File: src/rtl/obstacle_pkg.sv
// obstacle_pkg: shared types and helpers for the obstacle lane generator.
//   coord_t  : signed screen coordinate, one bit wider than the default lane
//              coordinate so that sums of position and width never wrap.
//   state_t  : lane controller states (INIT sweep, RUN).
//   wrap_add : circular add/subtract of a step on [0, span).
package obstacle_pkg;

   localparam int COORD_W_PKG = 11;
   localparam int WRAP_W      = 16;

   typedef logic signed [COORD_W_PKG:0] coord_t;

   typedef enum logic {
      INIT = 1'b0,
      RUN  = 1'b1
   } state_t;

   // x is in [0, span) and step < span, so a single correction always lands
   // back in range in either direction.
   function automatic logic [WRAP_W-1:0] wrap_add(
      input logic [WRAP_W-1:0] x,
      input logic [WRAP_W-1:0] step,
      input logic              dir,
      input logic [WRAP_W-1:0] span
   );
      logic [WRAP_W-1:0] r;
      if (dir) begin
         r = x + step;
         if (r >= span) r = r - span;
      end else begin
         if (x < step) r = x + span - step;
         else          r = x - step;
      end
      return r;
   endfunction

endpackage

File: src/rtl/obstacle_hit.sv
// obstacle_hit: combinational box-overlap test between the frog and one
// lane object. Horizontal overlap is strict, so boxes that only share an
// edge do not hit. Vertical test is an exact lane match.
//   valid_i  : object is enabled and in range
//   obj_x_i  : object left edge, two's complement
//   row_y_i  : lane top
//   frog_x_i : frog left edge (on-screen, unsigned)
//   frog_y_i : frog top
//   hit_o    : frog overlaps this object
module obstacle_hit #(
   parameter int COORD_W = 11,
   parameter int OBJ_W   = 40,
   parameter int FROG_W  = 40
) (
   input  logic               valid_i,
   input  logic [COORD_W-1:0] obj_x_i,
   input  logic [COORD_W-1:0] row_y_i,
   input  logic [COORD_W-1:0] frog_x_i,
   input  logic [COORD_W-1:0] frog_y_i,
   output logic               hit_o
);

   localparam logic signed [COORD_W:0] OBJ_W_S  = (COORD_W+1)'(OBJ_W);
   localparam logic signed [COORD_W:0] FROG_W_S = (COORD_W+1)'(FROG_W);

   logic signed [COORD_W:0] ox;
   logic signed [COORD_W:0] fx;

   // Object x may sit left of the screen (down to -OBJ_W), so sign-extend it.
   assign ox = {obj_x_i[COORD_W-1], obj_x_i};
   assign fx = {1'b0, frog_x_i};

   assign hit_o = valid_i
                && (frog_y_i == row_y_i)
                && (fx < ox + OBJ_W_S)
                && (fx + FROG_W_S > ox);

endmodule

File: src/rtl/obstacle_row_gen.sv
// obstacle_row_gen: one lane of horizontally scrolling objects (cars or
// lilypads). Objects are laid out by an init sweep, then scroll with a
// fractional speed and wrap around a span of SCREEN_W + OBJ_W.
//   frame_clk / Reset : frame clock, synchronous active-high reset
//   enable            : advance objects this frame
//   num_obj, obj_mask : which slots are visible / collidable
//   gap               : spacing used by the init sweep
//   speed, direction  : fixed-point pixels per frame, 1 = right
//   row_y             : lane top
//   frog_x, frog_y    : frog box position
//   ready             : high once the init sweep is done (RUN state)
//   obj_x, obj_y      : per-slot left edge (two's complement) and top
//   obj_valid         : per-slot visible flag
//   collide, coll_idx : frog overlap and lowest overlapping slot
//   carry_dx          : carrier mode only, signed displacement for the frog
//
// Valid/ready: there is no handshake; ready simply reports that positions
// are meaningful. Every input change shows on the next frame_clk edge.
module obstacle_row_gen
   import obstacle_pkg::*;
#(
   parameter int MAX_OBJ  = 8,
   parameter int COORD_W  = 11,
   parameter int SCREEN_W = 640,
   parameter int OBJ_W    = 40,
   parameter int FROG_W   = 40,
   parameter int SPEED_W  = 8,
   parameter int FRAC_W   = 4,
   parameter int MODE     = 0
) (
   input  logic                       frame_clk,
   input  logic                       Reset,
   input  logic                       enable,
   input  logic [3:0]                 num_obj,
   input  logic [7:0]                 gap,
   input  logic [SPEED_W-1:0]         speed,
   input  logic                       direction,
   input  logic [COORD_W-1:0]         row_y,
   input  logic [MAX_OBJ-1:0]         obj_mask,
   input  logic [COORD_W-1:0]         frog_x,
   input  logic [COORD_W-1:0]         frog_y,
   output logic                       ready,
   output logic [MAX_OBJ*COORD_W-1:0] obj_x,
   output logic [MAX_OBJ*COORD_W-1:0] obj_y,
   output logic [MAX_OBJ-1:0]         obj_valid,
   output logic                       collide,
   output logic [3:0]                 coll_idx,
   output logic [COORD_W-1:0]         carry_dx
);

   localparam int SPAN   = SCREEN_W + OBJ_W;
   localparam int STEP_W = SPEED_W + 1 - FRAC_W;

   state_t             state_q, state_d;
   logic [3:0]         idx_q, idx_d;
   logic [FRAC_W-1:0]  acc_q, acc_d;
   logic [COORD_W-1:0] next_pos_q, next_pos_d;
   logic [COORD_W-1:0] x_off_q [MAX_OBJ];
   logic [COORD_W-1:0] x_off_d [MAX_OBJ];
   logic [COORD_W-1:0] obj_x_q [MAX_OBJ];
   logic [COORD_W-1:0] obj_x_d [MAX_OBJ];
   logic               collide_q, collide_d;
   logic [3:0]         coll_idx_q, coll_idx_d;
   logic [COORD_W-1:0] carry_q, carry_d;

   logic [SPEED_W:0]   sum;
   logic [STEP_W-1:0]  step;
   logic [3:0]         num_eff;
   logic [MAX_OBJ-1:0] valid;
   logic [MAX_OBJ-1:0] hit;

   // Visibility follows num_obj/obj_mask combinationally; nothing is valid
   // until the sweep has placed every slot.
   always_comb begin
      num_eff = (num_obj > 4'(MAX_OBJ)) ? 4'(MAX_OBJ) : num_obj;
      valid   = '0;
      for (int i = 0; i < MAX_OBJ; i++) begin
         valid[i] = (state_q == RUN) && (4'(i) < num_eff) && obj_mask[i];
      end
   end

   always_comb begin
      state_d    = state_q;
      idx_d      = idx_q;
      acc_d      = acc_q;
      next_pos_d = next_pos_q;
      x_off_d    = x_off_q;
      obj_x_d    = obj_x_q;
      sum        = (SPEED_W+1)'(speed) + (SPEED_W+1)'(acc_q);
      step       = '0;

      case (state_q)
         INIT: begin
            for (int i = 0; i < MAX_OBJ; i++) begin
               if (idx_q == 4'(i)) begin
                  x_off_d[i] = next_pos_q;
                  obj_x_d[i] = next_pos_q - COORD_W'(OBJ_W);
               end
            end
            next_pos_d = COORD_W'(wrap_add(WRAP_W'(next_pos_q),
                                           WRAP_W'(OBJ_W) + WRAP_W'(gap),
                                           1'b1, WRAP_W'(SPAN)));
            if (idx_q == 4'(MAX_OBJ - 1)) begin
               state_d = RUN;
               idx_d   = '0;
            end else begin
               idx_d = idx_q + 4'd1;
            end
         end
         RUN: begin
            if (enable) begin
               step  = sum[SPEED_W:FRAC_W];
               acc_d = sum[FRAC_W-1:0];
            end
            // Disabled slots keep moving so they reappear correctly spaced.
            for (int i = 0; i < MAX_OBJ; i++) begin
               x_off_d[i] = COORD_W'(wrap_add(WRAP_W'(x_off_q[i]), WRAP_W'(step),
                                              direction, WRAP_W'(SPAN)));
               obj_x_d[i] = x_off_d[i] - COORD_W'(OBJ_W);
            end
         end
         default: state_d = INIT;
      endcase
   end

   // Collision looks at the positions being written this edge, so the
   // registered flag lines up with the registered obj_x.
   for (genvar g = 0; g < MAX_OBJ; g++) begin : g_slot
      obstacle_hit #(
         .COORD_W (COORD_W),
         .OBJ_W   (OBJ_W),
         .FROG_W  (FROG_W)
      ) u_hit (
         .valid_i  (valid[g]),
         .obj_x_i  (obj_x_d[g]),
         .row_y_i  (row_y),
         .frog_x_i (frog_x),
         .frog_y_i (frog_y),
         .hit_o    (hit[g])
      );
      assign obj_x[g*COORD_W +: COORD_W] = obj_x_q[g];
      assign obj_y[g*COORD_W +: COORD_W] = row_y;
   end

   always_comb begin
      collide_d  = |hit;
      coll_idx_d = '0;
      for (int i = MAX_OBJ - 1; i >= 0; i--) begin
         if (hit[i]) coll_idx_d = 4'(i);
      end
      carry_d = '0;
      if (MODE == 1 && collide_d) begin
         carry_d = direction ? COORD_W'(step)
                             : {COORD_W{1'b0}} - COORD_W'(step);
      end
   end

   always_ff @(posedge frame_clk) begin
      if (Reset) begin
         state_q    <= INIT;
         idx_q      <= '0;
         acc_q      <= '0;
         next_pos_q <= COORD_W'(OBJ_W);
         collide_q  <= 1'b0;
         coll_idx_q <= '0;
         carry_q    <= '0;
         for (int i = 0; i < MAX_OBJ; i++) begin
            x_off_q[i] <= '0;
            obj_x_q[i] <= '0;
         end
      end else begin
         state_q    <= state_d;
         idx_q      <= idx_d;
         acc_q      <= acc_d;
         next_pos_q <= next_pos_d;
         collide_q  <= collide_d;
         coll_idx_q <= coll_idx_d;
         carry_q    <= carry_d;
         x_off_q    <= x_off_d;
         obj_x_q    <= obj_x_d;
      end
   end

   // ready is the state itself, so the FSM is directly observable.
   assign ready     = (state_q == RUN);
   assign obj_valid = valid;
   assign collide   = collide_q;
   assign coll_idx  = coll_idx_q;
   assign carry_dx  = carry_q;

endmodule

File: config.mk
export PLATFORM = sky130hd
export DESIGN_NAME = obstacle_row_gen
export DESIGN_NICKNAME = d
export VERILOG_FILES = /design/src/rtl/obstacle_pkg.sv /design/src/rtl/obstacle_hit.sv /design/src/rtl/obstacle_row_gen.sv
export SDC_FILE = /design/constraint.sdc
export NUM_CORES = 1
export LEC_CHECK = 0
export CORE_AREA = 10 10 298 300
export CTS_CLUSTER_SIZE = 8
export DETAILED_ROUTE_END_ITERATION = 7
export DIE_AREA = 0 0 308 310
export MAX_ROUTING_LAYER = met4
export PLACE_DENSITY_LB_ADDON = 0.3
export SLEW_MARGIN = 30
export SYNTH_ARGS = -nofsm -noshare
export SYNTH_HDL_FRONTEND = slang
export SYNTH_SLANG_ARGS = --single-unit
File: constraint.sdc
create_clock -name frame_clk -period 19.27 [get_ports frame_clk]
set_clock_uncertainty 0.1 [all_clocks]
set_input_delay 1.927 -clock frame_clk [delete_from_list [all_inputs] [get_ports frame_clk]]
set_output_delay 1.927 -clock frame_clk [all_outputs]
set_load 0.02 [all_outputs]
==> results by group, run 1 <==
Logic synthesis
  • Register bit count reported by yosys: 200
  • Synth Instances: 3783
  • Seq/Total Area, Yosys: 13.92%
  • Synth unique cells: 117
  • Post-synth EDFFs: 0
  • Yosys top cell area share: about 18%
  • Largest cells by area after synthesis: ha_1 18%, dfxtp_1 14%, xnor2_1 5.8%, nor2_1 5.5%, a211oi_1 4.4%
  • Prevailing post-synth register cell: dfxtp_1
  • Dominant cell type by area after synthesis: ha_1
  • Asr flop ratio synth: 0%
  • Mean Syn Cell Area: 7.605 um^2
  • Synth Cell Area: between 0.02 and 0.03 mm^2
  • Yosys Warn Count: 0

Layout
  • Most frequent cells in the layout: 424 x nor2_1, 408 x ha_1, 258 x nand2_1
  • Non-filler cells, final: between 4000 and 5000
  • Final Net Count: around 4300
  • Area Overhead vs Synth: 11.85%
  • Share of layout cells above drive strength 1: roughly 5.2%
  • Commonest non-fill, non-tap cell in the layout: nor2_1
  • Fin util: 38.82%

Clocking
  • CTS Buffer Depth: 2
  • CTS tree: done
  • Post-CTS Hold Buffers: 0
  • Total setup buffers inserted after CTS: 0
  • Clk pin slew, worst setup/hold paths: 0.08 ns
  • H-tree Lvls: 4
  • CTS buffer count: 17
  • Worst-skew pair later-pin latency: about 0.52 ns
  • CTS sink cnt: 200
  • Clk root buf: clkbuf_16
  • Post_cts resized: 0

Timing
  • Final Max Tran Viols: 0
  • Crit path time final: roughly 11 ns
  • Final hold vios: 0
  • Measured slew at the worst slew-check pin: 1.025 ns
  • Setup Viol. Count Final: 0
  • Unrepaired setup endpoints after global routing: false
  • Tcrit/Tclk final: a little over half
  • Final worst slack: between 8 and 9 ns
  • Fmax: 94.69 MHz
  • Slew margin rel.: approximately a third
  • Setup tns final: 0 ns

Floorplanning
  • Horiz. Die Dim: about 310 um
  • Num rows: approximately 110
  • Die area: 0.09548 mm^2
  • Die height: between 300 and 400 um
  • Top Ports: between 200 and 300
  • Starting Density: 34.71%
  • Core box area: slightly above 0.08 mm^2

Critical path
  • Kind of end point of the critical path: register
  • CP max FO: 13
  • Most Frequent Cell on Critical Path: ha_1
  • Type of origin of the critical path: primary input
  • Worst R2R Path Depth: 35
  • Critical Path AT: 10.92 ns
  • CP Class: in -> reg
  • Reg-to-Reg End: coll_idx[0]
  • Largest stage delay on the critical path: roughly 0.74 ns
  • Crit-path slowest cell: inv_1
  • Setup slack, reg-to-reg: just over 10 ns
  • Worst Path Required: 19.63 ns
  • Crit Reg-Reg Startpoint: acc_q[0]

Flow run
  • Max-Cap Viols: 0

Power and ir drop
  • Power Density: ~72 mW/mm^2
  • Tot Pwr: roughly 0.0023 W
  • P_leak: 12.43 nW
  • VDD IR-drop max: roughly 86 uV

Global route
  • Largest net degree at the start of global routing: 183
  • Initial antenna violation count: 2
  • First-pass GRT wire length: between 150000 and 200000 um
  • Total GRT Usage: 22.70%
  • Vias in the first global route: 26524
  • Grt total ovfl: 0

Detailed routing
  • Initial DRC Count: about 2300
  • WL final: between 100000 and 150000 um
  • Remaining DRCs: 0
  • Antenna Violating Nets Remaining: 0
  • Via density: between 5 and 6
  • WL/cell: between 20 and 25 um
  • Vias: about 28000
  • Total iterations of the first detailed-routing run: 5

Placement
  • DP HPWL: 82010 um
  • # placed instances: 4887
  • Gp weighted congestion: roughly 0.94
  • Setup WS pre-CTS: approximately 8.3 ns
  • IO Port Bufs: around 250

Worst hold path
  • Endpoint with the worst hold slack: acc_q[0]
  • Hold Startpoint: acc_q[0]
  • Min-delay worst type: reg -> reg
  • Hold Path Cell Cnt: 2

Outcome
  • Status: finished, final reports clean
layer usage:
| layer | global-route usage (%) | vias to the layer above | share of wire, % |
|---|---|---|---|
| met3 | 4.180 | 159 | 6.8 |
| met2 | 34.47 | 997 | 44 |
| li1 | - | 13610 | - |
| met1 | 29.43 | 13281 | 46 |
| met5 | - | - | 0 |
| met4 | 9.327 | 0 | 4.0 |
how the worst max path moves through the flow:
stage                     cells after the start           to  slack, ns     start
after CTS                                    36  coll_idx[0]       8.85  speed[0]
after detailed placement                     36  coll_idx[0]       8.35  speed[0]
after global placement                       37  coll_idx[0]       8.33  speed[0]
after global routing                         38  coll_idx[0]       7.94  speed[1]
final                                        36  coll_idx[0]       8.71  speed[0]
after floorplan                              33  coll_idx[0]       9.61  speed[0]
power by group:
part / switching [W] / total, W / internal, W
combinational: 0.000895 / 0.00143 / 0.000534
clock: 0.000198 / 0.000384 / 0.000186
sequential: 0.0000492 / 0.000496 / 0.000447
total: 0.00114 / 0.00231 / 0.00117
critical path: cells and delay by family:
| kind | cells | cell delay (ns) |
|---|---|---|
| AO/OA/AOI/OAI | 19 | 4.68 |
| adder cells (fa/ha/maj) | 5 | 1.58 |
| buffers and inverters | 5 | 1.53 |
| AND/OR/NAND/NOR | 5 | 0.67 |
| multiplexers | 1 | 0.42 |
| XOR/XNOR | 1 | 0.06 |
registers in the layout, summed over array words and instances, names as in the netlist:
signal and cells:
idx_q 4, ready 1, coll_idx 3, next_pos_q 11, x_off_q 88, acc_q 4, collide 1, obj_x 88
cell usage after synthesis, drive strengths merged, types with 21 or more instances:
cell    number
clkbuf     140
nor3        81
fa          42
a21oi      242
or2         21
nand2      258
and3        30
o21ai      200
o211ai      35
a21o        41
nand2b      51
mux2i       32
a31oi       45
buf        149
nand3       61
o21a        67
dfxtp      200
nand4       48
and2        40
xnor2      190
nor2b       79
inv        221
or3         27
ha         408
nor2       425
nor4        30
a211oi     179
xor2        63
per-stage QoR:
| stage | hold WS (ns) | area [um^2] |
|---|---|---|
| 2_1_floorplan | 0.3400 | 28810 |
| 3_3_place_gp | 0.3549 | 31610 |
| 3_5_place_dp | 0.3582 | 31600 |
| 4_1_cts | 0.3704 | 32170 |
| 5_1_grt | 0.3858 | 32180 |
| 6_report | 0.3727 | 32180 |
cell families (layout without fill, tap and decap cells):
group | Yosys count | in the layout | synth area share (%)
compound gates | 1096 | 1096 | 27.07
xor+xnor | 253 | 253 | 7.702
fa+ha+maj | 450 | 450 | 20.67
buf+inv | 516 | 561 | 8.245
flops | 200 | 200 | 13.92
mux | 42 | 42 | 1.505
other cells | 1 | 14 | 0.01303
simple gates | 1225 | 1225 | 20.88
cell type report:
type	instances	area, um^2
well taps	1080	1351
clock buffers	20	456.7
clock inverters	12	113.9
flip-flops and latches	200	4008
fillers	8577	50710
inverters	227	852.1
multi-input cells	3078	22490
diodes	2	5.005
repair buffers	302	2907
Power figures use the tool's default switching activity.
==> inputs of run 2 (changes only) <==
Clock period 19.27 ns to 10.6 ns, I/O delays scaled along.
==> run 2 against run 1 <==
Clock power grew 80%. Clock-buffer cell count shrank 1. Sequential power grew 84%. Non-clock buffer count grew 8. Routed wire length grew 0.76%. Final area grew 0.14%. Combinational power grew 79%. Cell count grew 0.12%. Total power grew 80%. Sequential share of layout area is essentially flat. Via count grew 0.81%. Global-route usage grew 0.11 points. Critical path type unchanged. Largest cell class unchanged.
==> results by group, run 2 (synthesis gave the netlist of run 1 again) <==
Outcome
  • Status: finished, final reports clean

Clocking
  • Clk root buf: clkbuf_16
  • CTS tree: done
  • Post_cts resized: 0
  • Worst-skew pair later-pin latency: approximately 0.52 ns
  • Total setup buffers inserted after CTS: 0
  • CTS sink cnt: 200
  • Post-CTS Hold Buffers: 0
  • CTS Buffer Depth: 2
  • H-tree Lvls: 4
  • Clk pin slew, worst setup/hold paths: approximately 0.080 ns
  • CTS buffer count: 17

Floorplanning
  • Top Ports: between 200 and 300
  • Num rows: ~110
  • Die height: roughly 310 um
  • Die area: ~0.095 mm^2
  • Starting Density: 34.71%
  • Core box area: roughly 0.083 mm^2
  • Horiz. Die Dim: 308 um

Critical path
  • CP Launch Point: speed[0]
  • Critical Path AT: approximately 10 ns
  • Setup slack, reg-to-reg: ~1.6 ns
  • Crit Reg-Reg Startpoint: acc_q[0]
  • CP Class: in -> reg
  • Reg-to-Reg End: coll_idx[0]
  • CP max FO: 8
  • Worst Path Required: between 10 and 15 ns
  • Critical Path End: coll_idx[0]
  • Type of origin of the critical path: primary input
  • Crit-path slowest cell: nand2b_1
  • Worst R2R Path Depth: 35
  • Kind of end point of the critical path: register
  • Largest stage delay on the critical path: ~0.57 ns
  • Most Frequent Cell on Critical Path: ha_1

Timing
  • Tcrit/Tclk final: around nine tenths
  • Setup Viol. Count Final: 0
  • Setup tns final: 0 ns
  • Hold slack: 0.3748 ns
  • Unrepaired setup endpoints after global routing: false
  • Slew margin rel.: approximately a third
  • Crit path time final: ~9.7 ns
  • Final Max Tran Viols: 0
  • Final hold vios: 0
  • Measured slew at the worst slew-check pin: between 0.9 and 1 ns
  • Final worst slack: between 0.9 and 1 ns
  • Fmax: around 100 MHz

Detailed routing
  • Antenna Violating Nets Remaining: 0
  • Vias: 28273
  • WL final: about 110000 um
  • Total iterations of the first detailed-routing run: 5
  • Initial DRC Count: between 2000 and 2500
  • Remaining DRCs: 0
  • Via density: between 5 and 6
  • WL/cell: ~22 um

Layout
  • Final Net Count: 4349
  • Area Overhead vs Synth: 12.01%
  • Share of layout cells above drive strength 1: about 5.5%
  • N_diodes: 0
  • Fin util: about two fifths
  • Commonest non-fill, non-tap cell in the layout: nor2_1
  • Most frequent cells in the layout: 424 x nor2_1, 408 x ha_1, 258 x nand2_1

Power and ir drop
  • Comb power frac: 61.5%
  • Switch share: about half
  • VDD IR-drop max: approximately 110 uV
  • Clock Power Share: between 10% and 20%
  • Power Density: 129.2 mW/mm^2
  • Internal power: roughly 0.0021 W
  • Tot Pwr: 0.004163 W
  • P_leak: between 10 and 15 nW
  • Switching pwr: approximately 0.0021 W
  • Seq pwr share: 21.9%

Placement
  • DP HPWL: around 83000 um
  • Setup WS pre-CTS: 0.6440 ns
  • Gp weighted congestion: approximately 0.92
  • IO Port Bufs: ~250

Global route
  • Vias in the first global route: around 27000
  • Initial antenna violation count: 1
  • First-pass GRT wire length: around 160000 um
  • Total GRT Usage: around 23%
  • Largest net degree at the start of global routing: between 150 and 200
  • Grt total ovfl: 0

Worst hold path
  • Min-delay worst type: reg -> reg
  • Hold Startpoint: acc_q[0]

Flow run
  • Max-Cap Viols: 0
-- run 2: how the worst min path moves through the flow --
stage | to | slack (ns) | cells after the start
floorplan | acc_q[0] | 0.34 | 2
global placement | acc_q[0] | 0.36 | 2
detailed placement | acc_q[0] | 0.36 | 2
CTS | acc_q[0] | 0.38 | 2
global route | acc_q[0] | 0.39 | 2
finish | acc_q[0] | 0.37 | 2
-- run 2: cell type report --
class / count / area, um^2
Multi-Input combinational cell: 3078 / 22490
Fill cell: 8593 / 50670
Inverter: 227 / 852.1
Timing Repair Buffer: 310 / 2970
Tap cell: 1080 / 1351
Sequential cell: 200 / 4008
Clock buffer: 19 / 442.9
Clock inverter: 13 / 107.6
-- run 2: per-layer routing --
metal	vias to the layer above	wire [um]	global-route usage (%)
met2	1040	49220	36.26
met3	133	7092	2.963
met5	-	0	-
met1	13472	50040	29.82
li1	13628	-	-
met4	0	3115	7.215
-- run 2: critical path: cells and delay by family --
family | cells | cell delay (ns)
compound gates | 16 | 4.04
simple gates | 9 | 1.98
fa+ha+maj | 5 | 1.41
buf+inv | 4 | 1.17
xor+xnor | 2 | 0.24
-- run 2: metrics by stage --
step,cell area [um^2],instances
floorplan,28810,3794
global placement,31660,4894
finish,32230,4927
CTS,32210,4926
global route,32230,4927
detailed placement,31660,4894
-- run 2: power groups by stage --
stage	Sequential [W]	Clock, W	Combinational [W]
finish	0.000912	0.000690	0.00256
global route	0.000919	0.000718	0.00281
CTS	0.000910	0.000700	0.00254
detailed placement	0.000928	0	0.00252
global placement	0.000929	0	0.00251
floorplan	0.000906	0	0.00170
==> inputs of run 3 (changes only) <==
Settings changed: SKIP_CTS_REPAIR_TIMING set to 1.
==> results of run 3 <==
Final layout, timing and power as in run 2 (identical DEF).
